===== config.mk =====
export PLATFORM = sky130hd
export DESIGN_NAME = fadd_accum
export DESIGN_NICKNAME = d
export VERILOG_FILES = /design/src/rtl/fadd_accum.sv
export SDC_FILE = /design/constraint.sdc
export NUM_CORES = 1
export LEC_CHECK = 0
export BUFFER_PORTS_ARGS = -buffer_cell sky130_fd_sc_hd__clkbuf_2
export CORE_MARGIN = 1.5
export CORE_UTILIZATION = 45
export CTS_CLUSTER_DIAMETER = 40
export DETAILED_ROUTE_END_ITERATION = 12
export PLACE_DENSITY = 0.62
export RECOVER_POWER = 50
export SLEW_MARGIN = 10
export SYNTH_ARGS = -nofsm -noshare
export SYNTH_HDL_FRONTEND = slang
export SYNTH_SLANG_ARGS = --single-unit
export TNS_END_PERCENT = 5

===== constraint.sdc =====
create_clock -name clk -period 18.8 [get_ports clk]
set_clock_uncertainty 0.2 [all_clocks]
set_input_delay 0.94 -clock clk [delete_from_list [all_inputs] [get_ports clk]]
set_output_delay 0.94 -clock clk [all_outputs]
set_load 0.02 [all_outputs]

===== src/rtl/fadd_accum.sv =====
`default_nettype none
// +-------------------------------------------------------------------------+
// | fadd_accum : FP32 streaming accumulator around a combinational fadd;    |
// | define FADD_ACCUM_FLAGS_EN for sticky NaN/inf flags.  Rev 1.0           |
// +-------------------------------------------------------------------------+

module fadd (
  input  logic [31:0] a,
  input  logic [31:0] b,
  output logic [31:0] y
);
  logic        a_nan, b_nan, a_inf, b_inf;
  logic        swap, sx, sy, sub, rup;
  logic [7:0]  ex, ey, ex_eff, ey_eff, d;
  logic [22:0] mx, my;
  logic [26:0] sig_x, sig_y, y_al, y_mask, norm;
  logic [27:0] sum_raw;
  logic [9:0]  exp_n;
  logic [4:0]  lz;
  logic [30:0] packed_r;
  logic        unused_bits;

  assign a_nan = (a[30:23] == 8'hFF) && (a[22:0] != 23'd0);
  assign b_nan = (b[30:23] == 8'hFF) && (b[22:0] != 23'd0);
  assign a_inf = (a[30:23] == 8'hFF) && (a[22:0] == 23'd0);
  assign b_inf = (b[30:23] == 8'hFF) && (b[22:0] == 23'd0);

  // x is always the operand of larger magnitude, so x - y never goes negative
  assign swap         = b[30:0] > a[30:0];
  assign {sx, ex, mx} = swap ? b : a;
  assign {sy, ey, my} = swap ? a : b;
  assign sub          = sx ^ sy;
  assign ex_eff       = (ex == 8'd0) ? 8'd1 : ex;
  assign ey_eff       = (ey == 8'd0) ? 8'd1 : ey;
  assign d            = ex_eff - ey_eff;
  assign sig_x        = {ex != 8'd0, mx, 3'b000};
  assign sig_y        = {ey != 8'd0, my, 3'b000};

  always_comb begin
    y_mask = '0;
    y_al   = '0;
    if (d < 8'd27) begin
      y_mask   = (27'd1 << d[4:0]) - 27'd1;
      y_al     = sig_y >> d[4:0];
      y_al[0]  = y_al[0] | (|(sig_y & y_mask));
    end else begin
      y_al = {26'd0, |sig_y};
    end
  end

  assign sum_raw = sub ? ({1'b0, sig_x} - {1'b0, y_al})
                       : ({1'b0, sig_x} + {1'b0, y_al});

  always_comb begin
    lz = 5'd27;
    for (int i = 0; i < 27; i++) begin
      if (sum_raw[i]) lz = 5'(26 - i);
    end
  end

  // Left shift is capped so the exponent bottoms out at the subnormal range
  always_comb begin
    norm  = '0;
    exp_n = '0;
    if (sum_raw[27]) begin
      norm  = {sum_raw[27:2], sum_raw[1] | sum_raw[0]};
      exp_n = {2'b00, ex_eff} + 10'd1;
    end else if ({3'b000, lz} < ex_eff) begin
      norm  = sum_raw[26:0] << lz;
      exp_n = {2'b00, ex_eff} - {5'd0, lz};
    end else begin
      norm  = sum_raw[26:0] << (ex_eff - 8'd1);
      exp_n = '0;
    end
  end

  // Mantissa carry ripples into the exponent: covers subnormal->normal and overflow->inf
  assign rup         = norm[2] & (norm[3] | norm[1] | norm[0]);
  assign packed_r    = {exp_n[7:0], norm[25:3]} + {30'd0, rup};
  assign unused_bits = norm[26];

  always_comb begin
    if (a_nan)
      y = {a[31], 8'hFF, 1'b1, a[21:0]};
    else if (b_nan)
      y = {b[31], 8'hFF, 1'b1, b[21:0]};
    else if (a_inf && b_inf && (a[31] != b[31]))
      y = 32'hFFC0_0000;
    else if (a_inf)
      y = a;
    else if (b_inf)
      y = b;
    else if (sum_raw == 28'd0)
      y = {a[31] & b[31], 31'd0};
    else if (exp_n >= 10'd255)
      y = {sx, 8'hFF, 23'd0};
    else
      y = {sx, packed_r};
  end
endmodule

module fadd_accum #(
  parameter int CNT_W = 8
) (
  input  logic             clk,
  input  logic             rst_n,
  input  logic             start,
  input  logic [CNT_W-1:0] len,
  input  logic             in_valid,
  output logic             in_ready,
  input  logic [31:0]      in_data,
  output logic [31:0]      sum,
  output logic             out_valid,
  input  logic             out_ready,
  output logic             busy
`ifdef FADD_ACCUM_FLAGS_EN
  ,
  output logic             flag_nan,
  output logic             flag_inf
`endif
);
  typedef enum logic [1:0] {
    IDLE  = 2'd0,
    ACCUM = 2'd1,
    DONE  = 2'd2
  } state_t;

  state_t           state, state_nxt;
  logic [31:0]      acc, fadd_out;
  logic [CNT_W-1:0] remaining;
  logic             accept, acc_nan, start_ok;

  fadd u_fadd (
    .a (acc),
    .b (in_data),
    .y (fadd_out)
  );

  assign in_ready  = (state == ACCUM);
  assign out_valid = (state == DONE);
  assign busy      = (state != IDLE);
  assign sum       = acc;
  assign accept    = in_valid && in_ready;
  assign start_ok  = (state == IDLE) && start;
  assign acc_nan   = (acc[30:23] == 8'hFF) && (acc[22:0] != 23'd0);

  always_ff @(posedge clk or negedge rst_n) begin
    if (!rst_n) state <= IDLE;
    else        state <= state_nxt;
  end

  always_comb begin
    state_nxt = state;
    case (state)
      IDLE:    if (start) state_nxt = (len == '0) ? DONE : ACCUM;
      ACCUM:   if (accept && (remaining == CNT_W'(1))) state_nxt = DONE;
      DONE:    if (out_ready) state_nxt = IDLE;
      default: state_nxt = IDLE;
    endcase
  end

  // A NaN in the accumulator is frozen so the first payload is what gets reported
  always_ff @(posedge clk or negedge rst_n) begin
    if (!rst_n) begin
      acc       <= 32'h0000_0000;
      remaining <= '0;
    end else if (start_ok) begin
      acc       <= 32'h0000_0000;
      remaining <= len;
    end else if (accept) begin
      remaining <= remaining - CNT_W'(1);
      if (!acc_nan) acc <= fadd_out;
    end
  end

`ifdef FADD_ACCUM_FLAGS_EN
  logic out_nan, out_inf;
  assign out_nan = (fadd_out[30:23] == 8'hFF) && (fadd_out[22:0] != 23'd0);
  assign out_inf = (fadd_out[30:23] == 8'hFF) && (fadd_out[22:0] == 23'd0);

  always_ff @(posedge clk or negedge rst_n) begin
    if (!rst_n) begin
      flag_nan <= 1'b0;
      flag_inf <= 1'b0;
    end else if (start_ok) begin
      flag_nan <= 1'b0;
      flag_inf <= 1'b0;
    end else if (accept) begin
      flag_nan <= flag_nan | out_nan;
      flag_inf <= flag_inf | out_inf;
    end
  end
`endif
endmodule

`default_nettype wire


## Yosys cells after proc, flatten, opt, wreduce, memory -nomap -nowiden

Index checks and enable logic that the tools add are counted.

- Register bits after elaboration: 42
- Logic and storage cells: 118
- Input port bits: 45
- Output and inout bits: 35

- Add/sub/neg operators: 9
- Shifts and indexed selects: 4
- $lt $le $gt $ge: 4
- Multiplexer cells: 53
- Bitwise operators: 8
- Reduce and logical (&&, ||, !) cells: 26
- Equal/unequal tests: 11

Operators with widths:

| kind | count |
|---|---|
| 2-to-1 mux 32 bit | 10 |
| 2-to-1 mux 5 bit | 16 |
| 2-to-1 mux 26 bit | 2 |
| zero test 23 bit | 2 |
| nonzero test 23 bit | 2 |
| 2-to-1 mux 4 bit | 8 |
| 2-to-1 mux 8 bit | 4 |
| adder 31 x 1 -> 31 bit | 1 |
| > comparator 31 bit | 1 |
| 2-to-1 mux 31 bit | 1 |
| adder 27 x 27 -> 28 bit | 1 |
| zero test 28 bit | 1 |
| 2-to-1 mux 28 bit | 1 |
| subtractor 27 x 27 -> 28 bit | 1 |
| AND 27 bit | 1 |
| 2-to-1 mux 27 bit | 1 |
| OR reduction 27 bit | 1 |
| left shift 1 x 5 -> 27 bit, first input constant | 1 |
| left shift 27 x 5 -> 26 bit | 1 |
| left shift 27 x 8 -> 26 bit | 1 |
| >> shifter 27 x 5 -> 27 bit | 1 |
| subtractor 27 x 1 -> 27 bit, second input constant | 1 |
| zero test 8 bit | 3 |
| OR reduction 24 bit | 1 |
| other kinds (27) | 52 |

## Logic depth before layout (Yosys ltp)

Gate-level depths: netlist of run 1.

- Word-level depth: 56
- Mapped depth: 70
- Mapped depth without buffers: 64

## By module

From an unflattened synthesis of run 1, not the netlist that was laid out.

- Cells, all modules: 2247
- Area total of the unflattened synthesis: 15087.0 µm²

Modules (own cells, without submodules):

| module | instances | sequential area each (µm²) | cells an instance | area an instance (µm²) |
|---|---|---|---|---|
| fadd | 1 | 0.0 | 2035 | 13013.7 |
| fadd_accum | 1 | 1051.0 | 212 | 2073.2 |

## Least setup slack after synthesis of run 1

Ideal clock, no wire load.

- Path type: input to register
- Start point: input port in_data[16]
- End point: register acc[23] (netlist: sum[23])
- Data required time: 18513 ps
- Arrival: 14118 ps
- Stages: 63
- Setup slack: 4395 ps
- Cell sequence: ha_1 -> a21oi_1 -> o21ai_1 -> a32oi_1 -> nand4_1 -> a211o_1 -> nand2_1 -> clkbuf_1 -> clkbuf_1 -> buf_1 -> mux2i_1 -> ha_1 -> buf_2 -> buf_2 -> buf_2 -> buf_2 -> buf_1 -> buf_1 -> [... 27 more ...] -> a21o_1 -> a21o_1 -> a21oi_1 -> nor2b_1 -> clkbuf_1 -> nand3_1 -> o21ai_1 -> o22ai_1 -> nor3_1 -> nor4_1 -> or3_4 -> a22oi_4 -> nand4_2 -> nor4_4 -> nand4_2 -> nor4_4 -> mux2_1 -> o211ai_1

- Cells in the longest elaborated chain, start to end: 56

RTL lines:

| element | RTL line | RTL |
|---|---|---|
| start, declared | 111 | `input logic [31:0] in_data,` |
| > comparator 31 bit | 29 | `assign swap = b[30:0] > a[30:0];` |
| 2-to-1 mux 32 bit (on tied branches) | 30, 31 |  |
| zero test 8 bit (on tied branches) | 33, 34 |  |
| 2-to-1 mux 8 bit (on tied branches) | 33, 34 |  |
| subtractor 8 bit | 35 | `assign d = ex_eff - ey_eff;` |
| left shift 1 x 5 -> 27 bit | 43 | `y_mask = (27'd1 << d[4:0]) - 27'd1;` |
| subtractor 27 x 1 -> 27 bit | 43 |  |
| AND 27 bit | 45 | `y_al[0] = y_al[0] \| (\|(sig_y & y_mask));` |
| [... 40 more ...] | - |  |
| 2-to-1 mux 32 bit | 93 | `else if (sum_raw == 28'd0)` |
| 2-to-1 mux 32 bit | 91 | `else if (b_inf)` |
| 2-to-1 mux 32 bit | 89 | `else if (a_inf)` |
| 2-to-1 mux 32 bit | 87 | `else if (a_inf && b_inf && (a[31] != b[31]))` |
| 2-to-1 mux 32 bit | 85 | `else if (b_nan)` |
| 2-to-1 mux 32 bit | 172 | `if (!acc_nan) acc <= fadd_out;` |
| 2-to-1 mux 32 bit | 170 | `end else if (accept) begin` |
| 2-to-1 mux 32 bit | 167 | `end else if (start_ok) begin` |
| end signal, assigned | 172 |  |
| end, declared | 129 | `logic [31:0] acc, fadd_out;` |

Several ways; a longest one is shown, not always the timed one. The select of a mux whose other input is x is not followed.
A chain may end at the register's enable or synchronous reset.

## Final worst setup path of run 1

- Start point: register acc[13] (netlist: sum[13])
- End point: register acc[12] (netlist: sum[12])

- Cells in the longest elaborated chain, start to end: 56

RTL lines:

| element | RTL line |
|---|---|
| > comparator 31 bit | 29 |
| 2-to-1 mux 32 bit (on tied branches) | 30, 31 |
| zero test 8 bit (on tied branches) | 33, 34 |
| 2-to-1 mux 8 bit (on tied branches) | 33, 34 |
| subtractor 8 bit | 35 |
| left shift 1 x 5 -> 27 bit | 43 |
| subtractor 27 x 1 -> 27 bit | 43 |
| AND 27 bit | 45 |
| [... 40 more ...] | - |
| 2-to-1 mux 32 bit | 93 |
| 2-to-1 mux 32 bit | 91 |
| 2-to-1 mux 32 bit | 89 |
| 2-to-1 mux 32 bit | 87 |
| 2-to-1 mux 32 bit | 85 |
| 2-to-1 mux 32 bit | 172 |
| 2-to-1 mux 32 bit | 170 |
| 2-to-1 mux 32 bit | 167 |

Several ways; a longest one is shown, not always the timed one. The select of a mux whose other input is x is not followed.

==> metrics.md, run 1 <==
| Metric | Value |
|---|---|
| Final #Nets | 2277 |
| TritonCTS buffer count | 5 |
| RSZ-0062 raised after global routing | no |
| Antenna Nets Post-Route | 0 |
| Yosys warns | 0 |
| Synth Area in XOR/XNOR | 3.20% |
| WL final | 71300 µm |
| Mux cell area share after synthesis | 8.12% |
| Syn_nets | 2278 |
| # H-tree levels | 2 |
| Root buf cell | clkbuf_16 |
| Failing checks | max-capacitance violations, max-slew violations |
| Number of vias per cell | 7.25 |
| Largest net degree at the start of global routing | 77 |
| Syn avg cell area | 6.78 µm² |
| Die area | 0.0332 mm² |
| Clock slew at reported path FFs | 60 ps |
| Initial Util | 45.8% |
| Total number of vias | 18400 |
| Slew Limit Fails | 43 |
| Area contributors post-synth | ha_1 8.5%, dfrtp_1 7.3%, a21oi_1 6.8% |
| Unique masters post-synth | 119 |
| DR DRC count | 0 |
| CP max stage cell | fa_2 |
| Area growth syn-to-layout | 5.87% |
| Fmax | 57.2 MHz |
| Clock latency at the later pin of the worst-skew pair | 290 ps |
| Main combinational cell family by area after synthesis | compound AO/OA/AOI/OAI gates |
| DP HPWL | 55700 µm |
| Synth area leader | ha_1 |
| Max-cap viol count | 1 |
| Top-area cell type share of the netlist area | 8.49% |
| Critical Path RT | 18790 ps |
| GRT overflow | 0 |
| Num ports | 80 |
| #FFs+latches synth | 42 |
| Core area | 0.0316 mm² |
| Share of layout cells above drive strength 1 | 11.3% |
| WL/cell | 28.1 µm |
| Maximum clock path buffer count | 2 |
| Clock Sinks | 42 |
| CP Capture Type | flop |
| Post-route minimum period | 17490 ps |
| Adder-cell area share of the yosys netlist | 8.90% |
| Worst path most repeated cell | a21o_1 |
| Initial antenna violation count | 2 |
| CTS tree | done |
| Worst-path maximum fanout | 23 |
| Cell count after synthesis | 2132 |
| Sequential share of the synthesized area | 7.28% |
| Post-synth ARST share | 100% |
| Number of synthesized flops with an enable pin | 0 |
| Post-Synth Simple-Gate Area | 28.9% |
| Status | finished, violations left |
| Core Rows | 65 |
| Crit-path max cell delay | 750 ps |
| Crit start category | flop |
| Placer Congestion | 1.06 |
| Setup Crit Path Kind | flop to flop |
| Pre-antenna DRT Iters | 6 |
| Worst Hold Class | flop to flop |
| Overall Global Routing Usage | 42.1% |
| Hold buffers post-CTS | 0 |
| First-pass GRT wire length | 108000 µm |
| Slew @ Worst Pin | 2450 ps |
| Period utilisation layout | 93.0% |
| Vias in the first global route | 17100 |
| Die X | 182 µm |
| Slew HR | -63.5% |
| Worst path arrival time | 17470 ps |
| PortBufs | 79 |
| Synthesized cell area | 0.0144 mm² |
| Initial DRC Count | 2483 |
| Synth Area in Compound Gates | 37.4% |
| Setup violators final | 0 |
| Setup TNS | 0 ps |
| Final-report hold violation count | 0 |
| Die Y | 182 µm |
| Post-synth top flop | dfrtp_1 |
[cell type report]
class | count | area (µm²)
Antenna cell | 1 | 2.50
Fill cell | 3310 | 16300
Multi-Input combinational cell | 1858 | 12500
Inverter | 116 | 435
Tap cell | 402 | 503
Clock inverter | 3 | 40.0
Clock buffer | 5 | 125
Timing Repair Buffer | 108 | 597
Sequential cell | 42 | 1050
[worst max-delay path, delay by kind of cell (launching register included)]
kind | cells | cell delay, ps
XOR/XNOR | 1 | 440
AO/OA/AOI/OAI | 27 | 8100
adder cells (fa/ha/maj) | 4 | 1880
AND/OR/NAND/NOR | 14 | 4400
flip-flops | 1 | 710
buffers and inverters | 5 | 1570
[state kept, by name, indices dropped and copies added (netlist names)]
| signal | flops |
|---|---|
| remaining | 8 |
| sum | 32 |
| state | 2 |
[final timing paths]
| kind | startpoint | end | slack [ps] | cells after the start |
|---|---|---|---|---|
| worst max-delay path | sum[13] | sum[12] | 1310 | 51 |
| worst min-delay path | remaining[2] | remaining[2] | 360 | 2 |
| worst max register to register | sum[13] | sum[12] | 1310 | 51 |
| worst min register to register | remaining[2] | remaining[2] | 360 | 2 |
| max in group asynchronous | rst_n | sum[15] | 15710 | 2 |
| min in group asynchronous | rst_n | state[0] | 1290 | 2 |
[per-layer routing]
layer | global-route usage (%) | wire, µm | up-vias
li1 | - | - | 8086
met1 | 56.2 | 28400 | 8750
met2 | 65.0 | 30600 | 1278
met3 | 7.80 | 8090 | 264
met4 | 20.5 | 4170 | 2
met5 | 0 | 19 | -
[placed cells by master (no fill, tap or decap), types with 62 or more instances in the layout]
cell | netlist | final
inv_1 | 112 | 112
nor2_1 | 222 | 221
a21oi_1 | 195 | 195
mux2i_1 | 62 | 62
o21ai_0 | 146 | 146
nand2_1 | 239 | 238
nand3_1 | 88 | 88
ha_1 | 98 | 96
clkbuf_2 | 0 | 69
[metrics by stage]
step | instances | area (µm²) | hold WS (ps) | setup WS (ps) | util, %
floorplan | 2132 | 14400 | 297 | 4400 | -
global placement | 2526 | 15100 | 342 | 1500 | 48.0
detailed placement | 2526 | 15100 | 338 | 1540 | 48.0
CTS | 2534 | 15300 | 356 | 1810 | 48.5
global route | 2535 | 15300 | 405 | 338 | 48.5
finish | 2535 | 15300 | 359 | 1310 | 48.5
[timing repair]
action / CTS / global route
buffers inserted: 0 / 0
resized for setup: 0 / 1
setup endpoints to repair: 0 / 1
[logic make-up (layout without fill, tap and decap cells)]
| logic type | after synthesis | in the layout |
|---|---|---|
| fa+ha+maj | 101 | 101 |
| flops | 42 | 42 |
| other cells | 0 | 1 |
| simple gates | 837 | 837 |
| xor+xnor | 48 | 48 |
| mux | 92 | 92 |
| buf+inv | 232 | 232 |
| compound gates | 780 | 780 |
[synth_stat cells, types with 14 or more instances]
master,instances
a211oi_1,26
a21o_1,24
a21oi_1,195
a22oi_1,16
a31oi_1,34
and2_1,30
and3_1,31
buf_1,19
buf_2,24
clkbuf_1,71
dfrtp_1,42
ha_1,98
inv_1,112
mux2i_1,62
mux4_2,19
nand2_1,239
nand2b_1,21
nand3_1,88
nand4_1,25
nor2_1,222
nor2b_1,16
nor3_1,42
nor4_1,23
o211ai_1,42
o21ai_0,146
o21ai_1,25
o21bai_1,18
o22ai_1,25
or2_2,14
or3_1,23
xnor2_1,36
Power of run 1 is left out: the tool's default activity adds up to more than one toggle a clock period on the data nets, which glitch-free logic cannot reach.
==> inputs of run 2 (changes only) <==
--- a/config.mk
+++ b/config.mk
@@ -15,5 +15,6 @@
 export SLEW_MARGIN = 10
 export SYNTH_ARGS = -nofsm -noshare
 export SYNTH_HDL_FRONTEND = slang
+export SYNTH_HIERARCHICAL = 1
 export SYNTH_SLANG_ARGS = --single-unit
 export TNS_END_PERCENT = 5
==> run 2 against run 1 <==
The flow still finishes with violations (max-capacitance violations, max-slew violations). Fmax shrank 2.7%. Hold slack lost 13 ps. Non-clock buffer count grew 23. Worst setup slack lost 490 ps. Die area grew 4.4%. Critical path type is now input pin to flop. Critical endpoint is now sum[30]. Largest cell class unchanged.
==> metrics.md, run 2 <==
| Metric | Value |
|---|---|
| Status | finished, violations left |
| Failing checks | max-capacitance violations, max-slew violations |
| RSZ-0062 raised after global routing | no |
| Antenna Nets Post-Route | 0 |
| Initial Util | 46.0% |
| CTS tree | done |
| Period utilisation layout | 95.6% |
| Core area | 0.0328 mm² |
| Slew HR | -71.1% |
| Clock Sinks | 42 |
| Synthesized cell area | 0.0151 mm² |
| WL/cell | 27.8 µm |
| Share of layout cells above drive strength 1 | 10.8% |
| Initial DRC Count | 2612 |
| Hold buffers post-CTS | 0 |
| Placer Congestion | 1.12 |
| Die Y | 186 µm |
| Most frequent cells in the layout | 286 x nand2_1, 193 x nor2_1, 166 x a21oi_1 |
| Yosys warns | 6 |
| Setup Crit Path Kind | input pin to flop |
| CP max stage cell | a21oi_1 |
| Worst Hold Class | flop to flop |
| DR DRC count | 0 |
| Initial antenna violation count | 4 |
| Num ports | 80 |
| Max reg flops | 32 |
| Syn_nets | 2393 |
| Final-report hold violation count | 0 |
| Crit-path max cell delay | 580 ps |
| Fmax | 55.6 MHz |
| Max-cap viol count | 2 |
| Dpl cells | 2684 |
| Final #Nets | 2398 |
| # H-tree levels | 2 |
| Core Rows | 66 |
| Sequential share of the synthesized area | 6.97% |
| Post-synth ARST share | 100% |
| Clock latency at the later pin of the worst-skew pair | 300 ps |
| Syn avg cell area | 6.71 µm² |
| PortBufs | 79 |
| Crit start category | input pin |
| Critical Path RT | 18820 ps |
| Number of vias per cell | 7.08 |
| Setup violators final | 0 |
| Root buf cell | clkbuf_16 |
| Post-synth top flop | dfrtp_1 |
| Worst path arrival time | 18000 ps |
| Area growth syn-to-layout | 6.25% |
| Worst hold slack | 347 ps |
| Post-route minimum period | 17980 ps |
| CP Capture Type | flop |
| Pre-antenna DRT Iters | 8 |
| Cell count after synthesis | 2247 |
| DP HPWL | 59300 µm |
| Final setup margin | 822 ps |
| Worst-path maximum fanout | 18 |
| Die X | 186 µm |
| Slew @ Worst Pin | 2570 ps |
| Area contributors post-synth | ha_1 8.1%, nand2_1 7.1%, dfrtp_1 7.0% |
| Non-filler cells, final | 2695 |
| TritonCTS buffer count | 5 |
| WL final | 75000 µm |
| Post-Place Setup Slack | 651 ps |
| Antenna cells | 0 |
| Top-area cell type share of the netlist area | 8.13% |
| #FFs+latches synth | 42 |
| Setup TNS | 0 ps |
| Overall Global Routing Usage | 42.6% |
| Commonest non-fill, non-tap cell in the layout | nand2_1 |
| GRT overflow | 0 |
| Total number of vias | 19100 |
| Count leader, synth | nand2_1 |
| Synth area leader | ha_1 |
| Unique masters post-synth | 121 |
| Worst path most repeated cell | a21oi_1 |
| Post-synth top cells | 286 x nand2_1, 194 x nor2_1, 167 x a21oi_1, 143 x o21ai_0, 138 x inv_1 |
| Vias in the first global route | 17700 |
| Number of synthesized flops with an enable pin | 0 |
| Largest net degree at the start of global routing | 71 |
| Slew Limit Fails | 83 |
| Clock slew at reported path FFs | 70 ps |
| Maximum clock path buffer count | 2 |
| Die area | 0.0346 mm² |
| First-pass GRT wire length | 111000 µm |
[run 2: metal layers]
layer | up-vias | wire [µm] | GRT usage [%]
met5 | - | 60 | 0.857
met4 | 6 | 4350 | 20.4
met3 | 308 | 8530 | 10.7
met2 | 1239 | 32200 | 67.1
met1 | 9096 | 29900 | 54.1
li1 | 8427 | - | -
[run 2: repair_timing]
action,4_1_cts,5_1_grt
resized for setup,0,1
endpoints found under the setup margin,0,9
buffers inserted,0,3
[run 2: cells by family (layout without fill, tap and decap cells)]
group | after synthesis | after routing | share of synthesized area, %
buf+inv | 272 | 278 | 7.44
mux | 126 | 126 | 9.73
compound gates | 739 | 739 | 34.2
xor+xnor | 44 | 44 | 2.70
flops | 42 | 42 | 6.97
fa+ha+maj | 104 | 104 | 8.73
simple gates | 920 | 920 | 30.2
[run 2: final timing paths]
check,from,end,slack (ps),depth (start not counted)
hold reg to reg,remaining[4],remaining[4],350,1
min in group asynchronous,rst_n,sum[16],1330,2
setup reg to reg,sum[15],sum[30],830,62
hold / removal,remaining[4],remaining[4],350,1
max in group asynchronous,rst_n,remaining[2],15610,2
setup / recovery,in_data[22],sum[30],820,61
[run 2: final cells by class]
cell class                 instances  area, µm²
fill                            3433      16800
tap                              442        553
clock inverter                     3       23.8
sequential                        42       1050
multi-input combinational       1933      13000
inverter                         139        522
timing repair buffer             131        762
clock buffer                       5        125
[run 2: stage by stage]
step | area (µm²) | util, %
6_report | 16000 | 48.9
3_3_place_gp | 15900 | 48.4
2_1_floorplan | 15100 | -
3_5_place_dp | 15900 | 48.4
4_1_cts | 16000 | 48.9
5_1_grt | 16000 | 48.9
[run 2: worst max-delay path, delay by kind of cell]
family	cells	cell delay, ps
and+or+nand+nor	18	4490
adders and majority gates	5	1810
buffers and inverters	9	1700
xor gates and xnor gates	2	720
muxes	3	930
AOI/OAI and AO/OA	24	7360
Power of run 2 is left out for the same reason.
